--- config.mk ---
export PLATFORM = sky130hd
export DESIGN_NAME = sprite_compositor_flat
export DESIGN_NICKNAME = d
export VERILOG_FILES = /design/src/rtl/sprite_compositor_pkg.sv /design/src/rtl/sprite_compositor_if.sv /design/src/rtl/sprite_compositor_collision_accum.sv /design/src/rtl/sprite_compositor.sv /design/src/flat_wrapper.sv
export SDC_FILE = /design/constraint.sdc
export NUM_CORES = 1
export LEC_CHECK = 0
export CAP_MARGIN = 40
export CORE_MARGIN = 5
export CORE_UTILIZATION = 47
export DETAILED_ROUTE_END_ITERATION = 16
export PLACE_DENSITY = 0.76
export SETUP_SLACK_MARGIN = 0.4
export SLEW_MARGIN = 0
export SYNTH_ARGS = -nofsm -noshare
export SYNTH_HDL_FRONTEND = slang
export SYNTH_SLANG_ARGS = --single-unit
--- constraint.sdc ---
create_clock -name clk -period 2.6 [get_ports clk]
set_clock_uncertainty 0.15 [all_clocks]
set_input_delay 0.52 -clock clk [delete_from_list [all_inputs] [get_ports clk]]
set_output_delay 0.52 -clock clk [all_outputs]
set_load 0.01 [all_outputs]
--- src/rtl/sprite_compositor_pkg.sv ---
// Shared types and helpers for the sprite compositor: RGB332 pixel type,
// transparent colour, report FSM states and the collision pair bit mapping.
package sprite_compositor_pkg;

  typedef logic [7:0] rgb332_t;

  localparam rgb332_t TRANSPARENT = 8'h00;

  typedef enum logic {
    ST_IDLE   = 1'b0,
    ST_REPORT = 1'b1
  } report_state_t;

  // Bit position of layer pair (i,j), i<j, in lexicographic order over n layers:
  // (0,1),(0,2),...,(0,n-1),(1,2),... Rows before i hold sum_{r<i}(n-1-r) pairs.
  function automatic int pair_index(input int i, input int j, input int n);
    return (i * (2 * n - i - 1)) / 2 + (j - i - 1);
  endfunction

endpackage

--- src/rtl/sprite_compositor_if.sv ---
// Pixel stream in/out plus the collision report handshake of the compositor.
// The compositor is the slave; the video source / report consumer is the master.
interface sprite_compositor_if #(
  parameter int NUM_LAYERS = 4
) ();

  logic                                      de;
  logic                                      frame_end;
  logic [NUM_LAYERS*8-1:0]                   layer_pix;
  logic [7:0]                                pix_out;
  logic                                      de_out;
  logic                                      coll_valid;
  logic                                      coll_ack;
  logic [NUM_LAYERS*(NUM_LAYERS-1)/2-1:0]    coll_map;
  logic                                      coll_overrun;

  modport master (
    output de, frame_end, layer_pix, coll_ack,
    input  pix_out, de_out, coll_valid, coll_map, coll_overrun
  );

  modport slave (
    input  de, frame_end, layer_pix, coll_ack,
    output pix_out, de_out, coll_valid, coll_map, coll_overrun
  );

endinterface

--- src/rtl/sprite_compositor_collision_accum.sv ---
// Pair-wise sprite collision detection, per-frame accumulation and the
// report handshake. Inputs are the stage-1 registered pixel attributes.
module collision_accum
  import sprite_compositor_pkg::*;
#(
  parameter int NUM_LAYERS = 4
) (
  input  logic                                   clk,
  input  logic                                   rst,
  input  logic                                   de,
  input  logic                                   frame_end,
  input  logic [NUM_LAYERS-1:0]                  opaque,
  input  logic                                   coll_ack,
  output logic                                   coll_valid,
  output logic [NUM_LAYERS*(NUM_LAYERS-1)/2-1:0] coll_map,
  output logic                                   coll_overrun
);

  localparam int NUM_PAIRS = NUM_LAYERS * (NUM_LAYERS - 1) / 2;

  logic [NUM_PAIRS-1:0] pair_hit;
  logic [NUM_PAIRS-1:0] snapshot;
  logic [NUM_PAIRS-1:0] accum_reg;
  logic [NUM_PAIRS-1:0] coll_map_reg;
  logic                 coll_valid_reg;
  logic                 coll_overrun_reg;
  report_state_t        state_reg;

  // One AND gate per layer pair; blanked pixels never count as a collision.
  for (genvar gi = 0; gi < NUM_LAYERS; gi++) begin : g_row
    for (genvar gj = gi + 1; gj < NUM_LAYERS; gj++) begin : g_col
      localparam int BIT = pair_index(gi, gj, NUM_LAYERS);
      assign pair_hit[BIT] = de & opaque[gi] & opaque[gj];
    end
  end

  // The last pixel of the frame is included in its own report.
  assign snapshot = accum_reg | pair_hit;

  // Accumulator plus report FSM with registered handshake outputs.
  always_ff @(posedge clk or posedge rst) begin
    if (rst) begin
      state_reg        <= ST_IDLE;
      accum_reg        <= '0;
      coll_map_reg     <= '0;
      coll_valid_reg   <= 1'b0;
      coll_overrun_reg <= 1'b0;
    end else begin
      accum_reg <= frame_end ? '0 : snapshot;
      case (state_reg)
        ST_IDLE: begin
          if (frame_end) begin
            coll_map_reg     <= snapshot;
            coll_valid_reg   <= 1'b1;
            coll_overrun_reg <= 1'b0;
            state_reg        <= ST_REPORT;
          end
        end
        ST_REPORT: begin
          if (frame_end) begin
            if (coll_ack) begin
              // Old report consumed this cycle: the new one stands alone.
              coll_map_reg     <= snapshot;
              coll_overrun_reg <= 1'b0;
            end else begin
              // Consumer is behind: merge so no collision is lost.
              coll_map_reg     <= coll_map_reg | snapshot;
              coll_overrun_reg <= 1'b1;
            end
          end else if (coll_ack) begin
            coll_valid_reg   <= 1'b0;
            coll_overrun_reg <= 1'b0;
            state_reg        <= ST_IDLE;
          end
        end
        default: state_reg <= ST_IDLE;
      endcase
    end
  end

  assign coll_valid   = coll_valid_reg;
  assign coll_map     = coll_map_reg;
  assign coll_overrun = coll_overrun_reg;

endmodule

--- src/rtl/sprite_compositor.sv ---
// Sprite layer compositor: two-stage priority merge of NUM_LAYERS RGB332
// layers (layer 0 on top) with per-frame pair-wise collision reporting.
module sprite_compositor
  import sprite_compositor_pkg::*;
#(
  parameter int         NUM_LAYERS = 4,
  parameter logic [7:0] BG_COLOR   = 8'h00
) (
  input  logic                 clk,
  input  logic                 rst,
  sprite_compositor_if.slave   bus
);

  localparam int NUM_PAIRS = NUM_LAYERS * (NUM_LAYERS - 1) / 2;

  logic [NUM_LAYERS-1:0]   opaque_in;
  logic [NUM_LAYERS*8-1:0] layer_s1_reg;
  logic [NUM_LAYERS-1:0]   opaque_s1_reg;
  logic                    de_s1_reg;
  logic                    frame_end_s1_reg;
  rgb332_t                 pix_next;
  rgb332_t                 pix_out_reg;
  logic                    de_out_reg;
  logic                    coll_valid;
  logic [NUM_PAIRS-1:0]    coll_map;
  logic                    coll_overrun;

  for (genvar gi = 0; gi < NUM_LAYERS; gi++) begin : g_opaque
    assign opaque_in[gi] = (bus.layer_pix[8*gi +: 8] != TRANSPARENT);
  end

  // Stage 1: capture the raw pixel slice and its opacity mask.
  always_ff @(posedge clk or posedge rst) begin
    if (rst) begin
      layer_s1_reg     <= '0;
      opaque_s1_reg    <= '0;
      de_s1_reg        <= 1'b0;
      frame_end_s1_reg <= 1'b0;
    end else begin
      layer_s1_reg     <= bus.layer_pix;
      opaque_s1_reg    <= opaque_in;
      de_s1_reg        <= bus.de;
      frame_end_s1_reg <= bus.frame_end;
    end
  end

  // Priority mux: scan from the bottom layer up so the lowest opaque index wins.
  always_comb begin
    pix_next = BG_COLOR;
    for (int k = NUM_LAYERS - 1; k >= 0; k--) begin
      if (opaque_s1_reg[k]) pix_next = layer_s1_reg[8*k +: 8];
    end
    if (!de_s1_reg) pix_next = 8'h00;
  end

  // Stage 2: registered composited pixel and aligned display enable.
  always_ff @(posedge clk or posedge rst) begin
    if (rst) begin
      pix_out_reg <= '0;
      de_out_reg  <= 1'b0;
    end else begin
      pix_out_reg <= pix_next;
      de_out_reg  <= de_s1_reg;
    end
  end

  collision_accum #(
    .NUM_LAYERS (NUM_LAYERS)
  ) u_accum (
    .clk          (clk),
    .rst          (rst),
    .de           (de_s1_reg),
    .frame_end    (frame_end_s1_reg),
    .opaque       (opaque_s1_reg),
    .coll_ack     (bus.coll_ack),
    .coll_valid   (coll_valid),
    .coll_map     (coll_map),
    .coll_overrun (coll_overrun)
  );

  assign bus.pix_out      = pix_out_reg;
  assign bus.de_out       = de_out_reg;
  assign bus.coll_valid   = coll_valid;
  assign bus.coll_map     = coll_map;
  assign bus.coll_overrun = coll_overrun;

endmodule

--- src/flat_wrapper.sv ---
// flat-port wrapper written by rule: the top's interface ports become plain ports
module sprite_compositor_flat import sprite_compositor_pkg::*;
#(
  parameter int         NUM_LAYERS = 4,
  parameter logic [7:0] BG_COLOR   = 8'h00
)
  (clk, rst, bus_de, bus_frame_end, bus_layer_pix, bus_coll_ack, bus_pix_out, bus_de_out, bus_coll_valid, bus_coll_map, bus_coll_overrun);
  sprite_compositor_if #(.NUM_LAYERS(NUM_LAYERS)) bus_i ();
  input  logic clk;
  input  logic rst;
  input wire logic [$bits(bus_i.de)-1:0] bus_de;
  input wire logic [$bits(bus_i.frame_end)-1:0] bus_frame_end;
  input wire logic [$bits(bus_i.layer_pix)-1:0] bus_layer_pix;
  input wire logic [$bits(bus_i.coll_ack)-1:0] bus_coll_ack;
  output wire logic [$bits(bus_i.pix_out)-1:0] bus_pix_out;
  output wire logic [$bits(bus_i.de_out)-1:0] bus_de_out;
  output wire logic [$bits(bus_i.coll_valid)-1:0] bus_coll_valid;
  output wire logic [$bits(bus_i.coll_map)-1:0] bus_coll_map;
  output wire logic [$bits(bus_i.coll_overrun)-1:0] bus_coll_overrun;
  assign bus_i.de = bus_de;
  assign bus_i.frame_end = bus_frame_end;
  assign bus_i.layer_pix = bus_layer_pix;
  assign bus_i.coll_ack = bus_coll_ack;
  assign bus_pix_out = bus_i.pix_out;
  assign bus_de_out = bus_i.de_out;
  assign bus_coll_valid = bus_i.coll_valid;
  assign bus_coll_map = bus_i.coll_map;
  assign bus_coll_overrun = bus_i.coll_overrun;
  sprite_compositor #(.NUM_LAYERS(NUM_LAYERS), .BG_COLOR(BG_COLOR)) u_core (.clk(clk), .rst(rst), .bus(bus_i));
endmodule
==> impl.org, run 1 <==
** Outcome
- Result of the run :: complete, no violations

** Logic synthesis
- Post-synthesis net count :: about 180
- The synthesized netlist devotes 0% of its cell area to XOR and XNOR gates.
- Share of the synthesized area in compound gates (AO/OA/AOI/OAI) :: between 10% and 20%
- Synthesis produced 145 cells.
- The synthesized design spends more area on one cell type than any other, namely dfrtp_1.
- Adder and majority gate portion of the synthesized area :: 0%
- Top cells by area, synth :: dfrtp_1 74%, a221oi_2 5.0%, nand2_1 2.5%
- Async set or reset register ratio after synthesis :: 100%
- Mean cell area of the mapped netlist :: about 14 µm²
- Number of synthesis warnings :: 0
- Among all cell types in the netlist, the one instantiated most often is dfrtp_1.
- Most instantiated cells after synthesis :: 62 x dfrtp_1, 14 x nand2_1, 10 x o21ai_0
- Top flip-flop cell by instance count after synthesis :: dfrtp_1
- The cell area that synthesis handed to floorplanning was roughly 2100 µm².
- The portion of synthesized area spent on multiplexers is less than 1%.
- After synthesis the netlist holds a flip-flop and latch count of 62.
- Unique cell type count in the Yosys netlist :: 24
- Dominant combinational cell family by area after synthesis :: compound AO/OA/AOI/OAI gates
- The top cell type by area accounts for between 70% and 80% of the synthesized area.
- Post-synth EDFFs :: 0
- Simple-gate area share of the yosys netlist :: between 8 and 9%
- The share of the Yosys chip area taken by registers is approximately 74%.

** Clock tree
- Count of H-tree levels built during CTS :: 3
- TritonCTS Sinks :: 62
- CTS placed an instance of clkbuf_8 at the clock tree root.
- In this run, post-CTS repair resized a total of 0 instances.
- Clock buffer count from CTS :: 9
- TritonCTS built the clock tree.
- Count of hold buffers inserted by post-cts repair :: 0
- Worst skew pair latency :: between 0.3 and 0.4 ns
- Buffers added to address setup during post-CTS repair amount to 0.
- The longest clock path from root to sink contains 2 buffers.
- Worst-path clk slew :: 0.07 ns

** Worst setup path
- At the worst endpoint, the required time is ~1.9 ns.
- Worst path arrival time :: 1.29 ns
- On the worst path, the slowest cell contributes a delay of between 0.5 and 0.6 ns.
- STA classifies the critical path startpoint as a flop.
- Along the worst path, the maximum fanout reaches 2.
- Critical path cell sequence :: clkdlybuf4s50_1
- STA classifies the critical path endpoint as an output pin.
- Critical path type :: reg -> out
- Cell type group with the largest total delay on the critical path :: buffers and inverters
- Total buffers and inverters traversed by the critical path :: 1
- Master of the slowest instance on the critical path :: clkdlybuf4s50_1

** Floorplan
- The floorplan step defined a die boundary enclosing 5880 µm².
- Width of the die :: about 77 µm
- Core region area :: about 4300 µm²
- Starting density of the core :: 48.3%
- Vert. Die Dim :: between 70 and 80 µm
- The initialized floorplan defines 24 standard-cell rows.
- During I/O placement, the number of pins put on the boundary was 54.

** Worst hold path
- The tightest min-delay check is of the reg -> reg type.

** Power and ir drop
- Peak supply drop :: around 0.46 mV
- For this design the static power due to leakage is 1.21 nW.
- Power density of the placed cells :: just over 700 nW/µm²
- Total power draw :: around 2.1 mW

** Placed design
- Input and output buffers added on the ports amount to 53.
- Routability-driven placement finished with a final weighted congestion of approximately 0.81.
- At the placement stage, the worst setup path has a slack of about 0.75 ns.
- Area after detailed placement :: 2670 µm²
- Detailed placement HPWL :: between 3000 and 4000 µm

** STA
- After layout, the minimum clock period comes to around 2.0 ns.
- The final max-slew violation count was 0.
- Setup total negative slack on the finished layout was measured at 0 ns.
- Setup repair after global routing missed its margin :: false
- Normalized max-slew margin :: approximately 62%
- The hold violation total from the final report was 0.
- Period Utilization, post-route :: 75.3%
- Setup slack after layout :: roughly 0.64 ns
- Worst slew pin tran :: between 0.5 and 0.6 ns
- For this run, the top clock speed supported by timing is about 500 MHz.
- Total setup violations reported at the end of the flow :: 0

** Drt
- The pre-antenna-repair detailed-routing pass consisted of 4 iterations.
- DRC errors left :: 0
- Final routed wire length divided by cell count :: 16.7 µm
- Avg Vias per Cell :: roughly 5.2
- Routed via count :: between 1000 and 1500
- For this block, the routed nets add up to roughly 4400 µm of wire.
- Number of nets with antenna violations after routing :: 0
- The detailed router finished its first iteration with 74 violations.

** Final layout
- The register with the most flip-flops in the layout has 32 of them.
- Counting the fill cells in the layout gives around 330.
- From synthesis to final layout, the design area changed by 37.6%.
- Ratio of cells with drive above 1 in the final layout :: about an eighth
- Antenna fix cells :: 0
- Layout Cell Area excl Fill :: 2870 µm²
- For this run, the post-layout net count is about 240.

** Global route
- Global routing finished with a remaining overflow of 0.
- Maximum number of pins on one net before global-route repair :: 63
- Global routing consumed, over all layers together, approximately 16% of the routing resources.
- The first global-routing pass estimated 7420 µm of wire.
- Vias in the first global route :: about 1500
- The initial antenna violation count came to 0.

** Run
- Max capacitance violation total :: 0
==> area by class of cell <==
cell class,count,area [µm²],area share [%]
sequential,62,1550,54.0
timing repair buffer,54,551,19.2
multi-input combinational,74,485,16.9
clock buffer,13,159,5.53
tap,52,65.1,2.26
clock inverter,3,42.5,1.48
inverter,4,18.8,0.653
==> metal layers <==
metal	part of all wire, %	routed length (µm)	up-vias	track usage, %
met4	2.0	89	0	6.99
met3	5.5	242	9	6.56
met1	43	1900	667	20.9
li1	-	-	640	-
met2	49	2150	39	24.9
met5	0	0	-	0
==> logic make-up after synthesis <==
family,after synthesis
AO/OA/AOI/OAI,39
flip-flops,62
AND/OR/NAND/NOR,34
buffers and inverters,9
multiplexers,1
==> placed cells by master (no fill, tap or decap) <==
master           count
nor4_1               8
a21oi_1              2
a21oi_2              1
nor2b_4              1
inv_1                3
buf_12               1
a31oi_1              4
nand2_1             14
clkinv_2             1
dfrtp_1             62
nor2b_1              1
clkinvlp_4           2
and2b_1              1
clkdlybuf4s50_1     53
clkbuf_1             2
mux2i_1              1
a22o_1               1
bufinv_16            1
o21ai_0             10
clkbuf_8            11
nand2b_1             1
nor2_1               6
a221oi_1             1
a221oi_2             7
and2_1               2
o21ai_1              7
o2bb2ai_1            5
a31o_2               1
==> stage by stage <==
step / std cells / hold WS [ns] / utilization, %
2_1_floorplan: 145 / 0.276 / -
3_3_place_gp: 246 / 0.302 / 61.8
3_5_place_dp: 246 / 0.301 / 61.8
4_1_cts: 262 / 0.319 / 66.4
5_1_grt: 262 / 0.338 / 66.4
6_report: 262 / 0.315 / 66.4
==> where the power goes <==
group,switching [mW],total [mW],internal (mW)
sequential,0.0298,1.05,1.02
clock,0.341,0.835,0.494
combinational,0.0776,0.187,0.110
==> path summary, 6_finish.rpt <==
path | from | end | slack [ns] | cells after the start
setup / recovery | u_core.u_accum.coll_map[3] | bus_coll_map[3] | 0.64 | 1
hold / removal | u_core.layer_s1_reg[1] | u_core.bus.pix_out[1] | 0.32 | 2
setup reg to reg | u_core.opaque_s1_reg[2] | u_core.bus.pix_out[6] | 1.01 | 3
hold reg to reg | u_core.layer_s1_reg[1] | u_core.bus.pix_out[1] | 0.32 | 2
max in group asynchronous | rst | u_core.u_accum.accum_reg[4] | 1.58 | 3
min in group asynchronous | rst | u_core.layer_s1_reg[27] | 0.46 | 3
Power figures use the tool's default switching activity.
==> run 2: changes to the inputs <==
CORE_UTILIZATION = 43   (was 47)
PLACE_DENSITY = 0.74   (was 0.76)
clock period = 1.7 ns   (was 2.6 ns; I/O delays follow)
==> impl.org, run 2 (synthesized netlist as in run 1, its figures left out) <==
** Worst setup path
- Crit path max fanout :: 2
- Endpoint of the worst-slack reg-to-reg timing path :: u_core.bus.pix_out[4]
- Reg2Reg Setup Slack :: between 0.3 and 0.4 ns
- The slowest stage of the critical path is the dfrtp_1 cell.
- On the worst path, the slowest cell contributes a delay of roughly 0.41 ns.
- The worst setup path is of the reg -> out kind.
- Traced cell by cell, the critical path runs through buf_6.
- The worst setup path is captured at an output pin.
- The startpoint identified for the worst register-to-register timing path is u_core.opaque_s1_reg[3].
- Among cell families on the critical path, the largest total delay comes from flip-flops.
- The worst setup path is launched from a flop.
- Worst path arrival time :: 0.88 ns
- Number of cells traversed by the worst register-to-register path :: 4
- STA puts the critical path data required time at ~1.2 ns.
- Together, buffers and inverters on the worst path number 1.

** Final layout
- Count of placed standard cells in the final layout, fillers left out :: approximately 290
- The register with the most flip-flops in the layout has 32 of them.
- Antenna fix cells :: 0
- Ratio of cells with drive above 1 in the final layout :: around 29%
- Most common cell after layout, fill and taps aside :: dfrtp_1
- The area growth from synthesis to layout is 42.9%.
- The final layout contains roughly 260 nets.
- Leaving out fill and tap cells, the most frequent cells in the layout are 58 x dfrtp_1, 36 x clkdlybuf4s50_1, 15 x buf_2, 13 x nand2_1, 12 x clkbuf_8.

** Drt
- DRC marker count from the first detailed-route iteration :: roughly 130
- Wires add up to 4800 µm.
- Final routed wire length divided by cell count :: 16.7 µm
- Avg Vias per Cell :: a little over 5
- The routed design uses approximately 2400 µm of met2 wire.
- Wire segments on met3 add up to a little under 300 µm in the final route.
- For this block, the via count after detailed routing is 1452.
- Top metal layer carrying routed signals :: met4
- The detail route stage leaves a number of antenna-violating nets equal to 0.
- After detailed routing, the wire length on met1 is ~2000 µm.
- The first detailed-routing pass ran for 5 iterations.
- In the routed design, unresolved DRC markers number 0.

** Power and ir drop
- Peak supply drop :: 0.450 mV
- Power density of the placed cells :: just over 1000 nW/µm²
- The analysis attributes to cell leakage a power of about 1.3 nW.
- After layout, the design draws a total of a little over 3 mW.

** Outcome
- The run finished with clean final reports.

** Global route
- Maximum number of pins on one net before global-route repair :: 63
- The first global-routing pass estimated around 7700 µm of wire.
- The via count of the first global-routing pass was about 1500.
- After global routing the overflow that remains totals 0.
- Total global routing track utilization :: approximately 16%
- The initial antenna violation count is 0.

** STA
- Maximum clock frequency :: roughly 730 MHz
- Total count of hold-check failures in the final report :: 0
- The final max-slew violation count was 0.
- Setup repair after global routing missed its margin :: true
- Summed over all failing endpoints, the final setup total negative slack is 0 ns.
- Tightest hold margin :: about 0.29 ns
- The worst pin sits at a relative slew slack of 78.4%.
- Period Utilization, post-route :: 80.6%
- Setup slack after layout :: 0.330 ns
- Final min period :: roughly 1.4 ns
- For the pin with the worst max-slew slack, the measured transition is approximately 0.32 ns.
- Total setup violations reported at the end of the flow :: 0

** Run
- Max capacitance violation total :: 0

** Clock tree
- CTS tree :: yes
- TritonCTS created 9 clock buffers.
- Counting along the longest clock path gives a buffer depth of 2.
- Worst-path clk slew :: approximately 0.06 ns
- The root buffer cell chosen for the clock tree is clkbuf_8.
- The clock net in this run drives a total of 62 sinks.
- The H-tree was split into 3 levels.
- Worst skew pair latency :: about 0.33 ns

** Worst hold path
- Hold WC Path Type :: in -> async

** Floorplan
- Measured along the y axis, the die boundary spans 79.7 µm.
- Site Rows :: 25
- From left edge to right edge, the die measures 79.7 µm.
- Number of placed I/O pins :: 54
- The core region is around 4700 µm².
- Area enclosed by the die boundary :: 6350 µm²
- Starting density of the core :: between 40% and 50%

** Placed design
- PortBufs :: 53
- Detailed placement finished with a half-perimeter wire length of roughly 3300 µm.
- Counting tap cells, the placed design contains a total of around 260 instances.
- Setup Slack @ Placement :: approximately 0.018 ns
- The congestion estimate from routability-driven global placement came to approximately 0.9.
-- run 2: cell type report --
class | count | area (µm²)
fillers | 347 | 1740
flip-flops and latches | 62 | 1560
repair buffers | 67 | 592
multi-input cells | 74 | 559
clock buffers | 13 | 169
well taps | 67 | 83.8
inverters | 4 | 18.8
clock inverters | 1 | 5.00
-- run 2: per-stage QoR --
| stage | instance area (µm²) | utilization, % |
|---|---|---|
| after floorplan | 2090 | - |
| after detailed placement | 2710 | 57.3 |
| after global placement | 2710 | 57.3 |
| after global routing | 2980 | 63.2 |
| after CTS | 2870 | 60.8 |
| final | 2980 | 63.2 |
-- run 2: how the worst max path moves through the flow --
| stage | from | to | slack, ns | cells after the start |
|---|---|---|---|---|
| 2_1_floorplan | u_core.opaque_s1_reg[3] | u_core.bus.pix_out[0] | 0.47 | 4 |
| 3_3_place_gp | bus_coll_ack | u_core.u_accum.coll_map[0] | 0.09 | 4 |
| 3_5_place_dp | bus_coll_ack | u_core.u_accum.coll_map[0] | 0.02 | 4 |
| 4_1_cts | u_core.u_accum.coll_map[4] | bus_coll_map[4] | 0.33 | 1 |
| 5_1_grt | u_core.opaque_s1_reg[3] | u_core.bus.pix_out[0] | 0.30 | 4 |
| 6_report | u_core.u_accum.coll_map[4] | bus_coll_map[4] | 0.33 | 1 |
-- run 2: routing by layer --
layer | vias up | GRT usage [%]
li1 | 662 | -
met1 | 724 | 20.9
met2 | 55 | 25.5
met3 | 11 | 3.27
met4 | 0 | 10.8
met5 | - | 0
-- run 2: what timing repair did --
action	4_1_cts	5_1_grt
buffers inserted	6	5
pin swaps	2	9
gates resized for setup	77	9
setup endpoints to repair	28	26
hold buffers	0	0
-- run 2: where the power goes --
part	total (mW)	internal, mW	switching, mW
logic	0.299	0.167	0.132
clock network	1.14	0.630	0.507
registers	1.61	1.56	0.0508
total	3.05	2.36	0.690
